==> src/rtl/ks_program_loader.sv <==
// Program RAM and boot loader for the K&S core.
// It fills the RAM from a valid/ready host stream, then releases the core to read and write it.
module ks_program_loader #(
  parameter  int DEPTH = 32,
  parameter  int WIDTH = 16,
  localparam int AW    = $clog2(DEPTH),
  localparam int CW    = $clog2(DEPTH + 1)
) (
  input  logic             clk,
  input  logic             rst,
  input  logic             load_valid,
  input  logic [WIDTH-1:0] load_data,
  input  logic             load_last,
  output logic             load_ready,
  input  logic             load_restart,
  output logic [CW-1:0]    load_count,
  output logic             core_run,
  input  logic [AW-1:0]    ram_addr,
  input  logic             ram_write_enable,
  input  logic [WIDTH-1:0] core_wdata,
  output logic [WIDTH-1:0] core_rdata
);

  typedef enum logic [1:0] {IDLE, LOAD, RUN} state_t;

  state_t           state_reg, state_next;
  logic [CW-1:0]    count_reg, count_next;
  logic [WIDTH-1:0] rdata_reg;
  logic [WIDTH-1:0] mem [DEPTH];

  logic             accept;
  logic             mem_we;
  logic [AW-1:0]    mem_waddr;
  logic [WIDTH-1:0] mem_wdata;

  // A restart in the same cycle as a beat drops the beat.
  assign accept = (state_reg == LOAD) && load_valid && !load_restart;

  always_comb begin
    state_next = state_reg;
    count_next = count_reg;
    case (state_reg)
      IDLE: begin
        state_next = LOAD;
        count_next = '0;
      end
      LOAD: begin
        if (load_restart) begin
          count_next = '0;
        end else if (load_valid) begin
          count_next = count_reg + CW'(1);
          if (load_last || (count_reg == CW'(DEPTH - 1)))
            state_next = RUN;
        end
      end
      RUN: begin
        if (load_restart) begin
          state_next = LOAD;
          count_next = '0;
        end
      end
      default: begin
        state_next = IDLE;
        count_next = '0;
      end
    endcase
  end

  always_ff @(posedge clk) begin
    if (rst) begin
      state_reg <= IDLE;
      count_reg <= '0;
    end else begin
      state_reg <= state_next;
      count_reg <= count_next;
    end
  end

  // Loader and core never write in the same state, so one shared write port suffices.
  assign mem_we    = !rst && (accept || ((state_reg == RUN) && ram_write_enable));
  assign mem_waddr = (state_reg == RUN) ? ram_addr : count_reg[AW-1:0];
  assign mem_wdata = (state_reg == RUN) ? core_wdata : load_data;

  always_ff @(posedge clk) begin
    if (mem_we)
      mem[mem_waddr] <= mem_wdata;
  end

  // Registered read, read-before-write; forced to zero whenever the core is not running.
  always_ff @(posedge clk) begin
    if (rst)
      rdata_reg <= '0;
    else if ((state_reg == RUN) && !load_restart)
      rdata_reg <= mem[ram_addr];
    else
      rdata_reg <= '0;
  end

  assign load_ready = (state_reg == LOAD);
  assign core_run   = (state_reg == RUN);
  assign load_count = count_reg;
  assign core_rdata = rdata_reg;

endmodule

==> config.mk <==
export PLATFORM = sky130hd
export DESIGN_NAME = ks_program_loader
export DESIGN_NICKNAME = d
export VERILOG_FILES = /design/src/rtl/ks_program_loader.sv
export SDC_FILE = /design/constraint.sdc
export NUM_CORES = 1
export LEC_CHECK = 0
export ABC_AREA = 1
export CAP_MARGIN = 15
export CORE_ASPECT_RATIO = 1.2
export CORE_MARGIN = 4
export CORE_UTILIZATION = 60
export CTS_CLUSTER_SIZE = 10
export DETAILED_ROUTE_END_ITERATION = 8
export HOLD_SLACK_MARGIN = 0.08
export PLACE_DENSITY = 0.78
export SLEW_MARGIN = 40
export SYNTH_ARGS = -nofsm -noshare
export SYNTH_HDL_FRONTEND = slang
export SYNTH_SLANG_ARGS = --single-unit
==> constraint.sdc <==
create_clock -name clk -period 4.2 [get_ports clk]
set_input_delay 1.05 -clock clk [delete_from_list [all_inputs] [get_ports clk]]
set_output_delay 1.05 -clock clk [all_outputs]
set_load 0.02 [all_outputs]
==> impl_metrics.yaml <==
timing:
  setup-tns-final_ps: 0
  rsz0062_at_grt: "no"
  setup_viol: 0
  clock_skew_ps: 24.87
  slew_viol_final: 0
  tightest_slew_ps: 850.0
  finalHoldViolCount: 0
  finalWorstPathRequiredPeriod_ps: 3277
  relSlewSlack_pct: 43.14
  fmax_mhz: 305.1
  fin_crit_sh_pct: 78.03
critical_path:
  critPathSlowestCell: "clkdlybuf4s50_1"
  required_ps: 3150
  cp_cell_sequence: "inv_2, nand2_4, inv_2, clkdlybuf4s50_1"
  endpoint_kind: "output port"
  critPathTopFamily: "buffers and inverters"
  cp_max_fo: 28
  crit_path_max_incr_delay_ps: 670
  worstSetupPathType: "reg -> out"
  worstPathArrival_ps: 2230
  cp-start-kind: "register"
  crit_buf_inv: 3
  crit_top_cell: "inv_2"
synthesis:
  syn_area_per_cell_um2: 11.39
  yosys_warnings: 0
  netlist.area_leader.share_pct: 69.60
  synth_common_cells: "nand2_1 (699), edfxtp_1 (512), nand3_1 (341), nor2_1 (148), o21ai_0 (35)"
  ys_ff_latch: 536
  synth.top_cells.by_area: "edfxtp_1 (70%), nand2_1 (12%), nand3_1 (7.7%)"
  seq_area_frac_synth_pct: 71.77
  synth_edf_count: 512
  synthCells: 1939
  netlist_area_um2: 22090
  synth_nets: 1983
  synth.most_common_cell: "nand2_1"
  synth.distinct_cells: 33
  synth_area_leader_cell: "edfxtp_1"
  synth_flop_cell: "edfxtp_1"
  async_reset_ff_share_pct: 0
clock_tree:
  clkSinkCount: 536
  htreeDepth: 2
  cts.hold.buffers_added: 0
  cts.path.max_buffers: 3
  post_cts_resized: 0
  post_cts_buffers: 0
  cts_tree: "built"
  clk_pin_slew_worst_paths_ps: 60
  cts_inserted_buffers: 59
  cts-root-buf: "clkbuf_16"
  clkLatencyLatePin_ps: 600
min_path:
  hold_path.class: "reg -> reg"
grt:
  grt_usage_pct: 27.81
  grt_pass1_vias: 14593
  grt-ovfl-total: 0
  grt_first_pass_wirelength_um: 84770
  grt_max_degree: 125
  antenna_found_initial: 1
place:
  numPortBuffers: 66
  place_congestion: 0.8928
  postPlaceCellArea_um2: 23050
  dp_hpwl_um: 31900
power:
  power-per-cell-area_nw_per_um2: 450.9
  vdd_drop_max_v: 0.0003306
  leakagePower_nw: 9.013
floorplanning:
  ioPinCount: 67
  die_h_um: 218.2
  die_area_um2: 39970
  fp-row-count: 76
  core_um2: 36130
  die_w_um: 183.2
  start_util_pct: 61.14
finish:
  nNetsFinal: 2057
  nFillCells: 2482
  syn_to_final_growth_pct: 12.09
  drive_gt1_share_pct: 7.220
  num_antenna_cells: 0
  fin_area_um2: 24760
  top_register: "mem"
  largest_reg_flops: 512
route:
  vias: 15113
  drt_iter0_markers: 2283
  drt-total-wl_um: 56100
  wl_per_cell_um: 22.28
  ant_nets: 0
  via_per_inst: 6.002
  dr.pass1.iters: 8
  drc: 1
run:
  cap_violations: 0
status:
  status: "complete, but fails checks"
  violations: "design-rule violations"
## cell families after synthesis
logic type | Yosys count | synth area share (%)
AND/OR/NAND/NOR | 1198 | 22.51
buffers and inverters | 136 | 4.067
AO/OA/AOI/OAI | 68 | 1.597
adder cells (fa/ha/maj) | 1 | 0.05663
flip-flops | 536 | 71.77
## layout by cell type, fill, tap and decap left out, drive strengths merged
cell type / count
clkinv: 1
a22oi: 1
nor2: 150
a21oi: 8
dfxtp: 24
nand2: 700
o31ai: 1
buf: 61
o21ai: 56
edfxtp: 512
clkbuf: 96
inv: 25
bufinv: 1
nand3: 345
clkdlybuf4s50: 63
nor3: 2
ha: 1
nor3b: 1
a31oi: 1
o21bai: 1
## power by group
group          leakage [nW]  total, mW  internal (mW)  switching (mW)
combinational          3.42      0.698          0.185           0.514
sequential             4.80       5.88           5.88         0.00312
clock                 0.798       4.59           2.65            1.94
## area by class of cell
class | count | area, µm² | area share (%)
multi-input cells | 1267 | 5375 | 21.71
clock buffers | 95 | 1612 | 6.508
inverters | 24 | 97.59 | 0.3941
well taps | 468 | 585.6 | 2.365
clock inverters | 3 | 58.81 | 0.2375
repair buffers | 125 | 1179 | 4.760
flip-flops and latches | 536 | 15860 | 64.03
## layer usage
metal  up-vias  track usage [%]  routed length (µm)
met1      7204            37.33               20470
met3       148            4.162                5184
met4         0            12.07                2485
met2       933            45.77               27960
li1       6828                -                   -
met5         -                0                   0
## path summary, 6_finish.rpt
path / end / startpoint / cells after the start / slack (ps)
hold / removal: state_reg[0] / state_reg[0] / 1 / 490
hold reg to reg: state_reg[0] / state_reg[0] / 1 / 490
setup / recovery: core_run / state_reg[0] / 4 / 920
setup reg to reg: mem[26][7] / state_reg[0] / 8 / 1510
## through the flow
step / utilization, % / setup WS, ps / power, mW / std cells / hold WS, ps
finish: 68.53 / 922.7 / 11.16 / 2518 / 489.9
global route: 68.53 / 816.0 / 11.47 / 2518 / 509.4
CTS: 68.41 / 927.3 / 11.19 / 2517 / 489.8
detailed placement: 63.78 / 863.7 / 6.665 / 2419 / 482.0
global placement: 63.78 / 949.3 / 6.653 / 2419 / 460.2
floorplan: - / 1277 / 6.424 / 1939 / 449.0
Power figures use the tool's default switching activity.
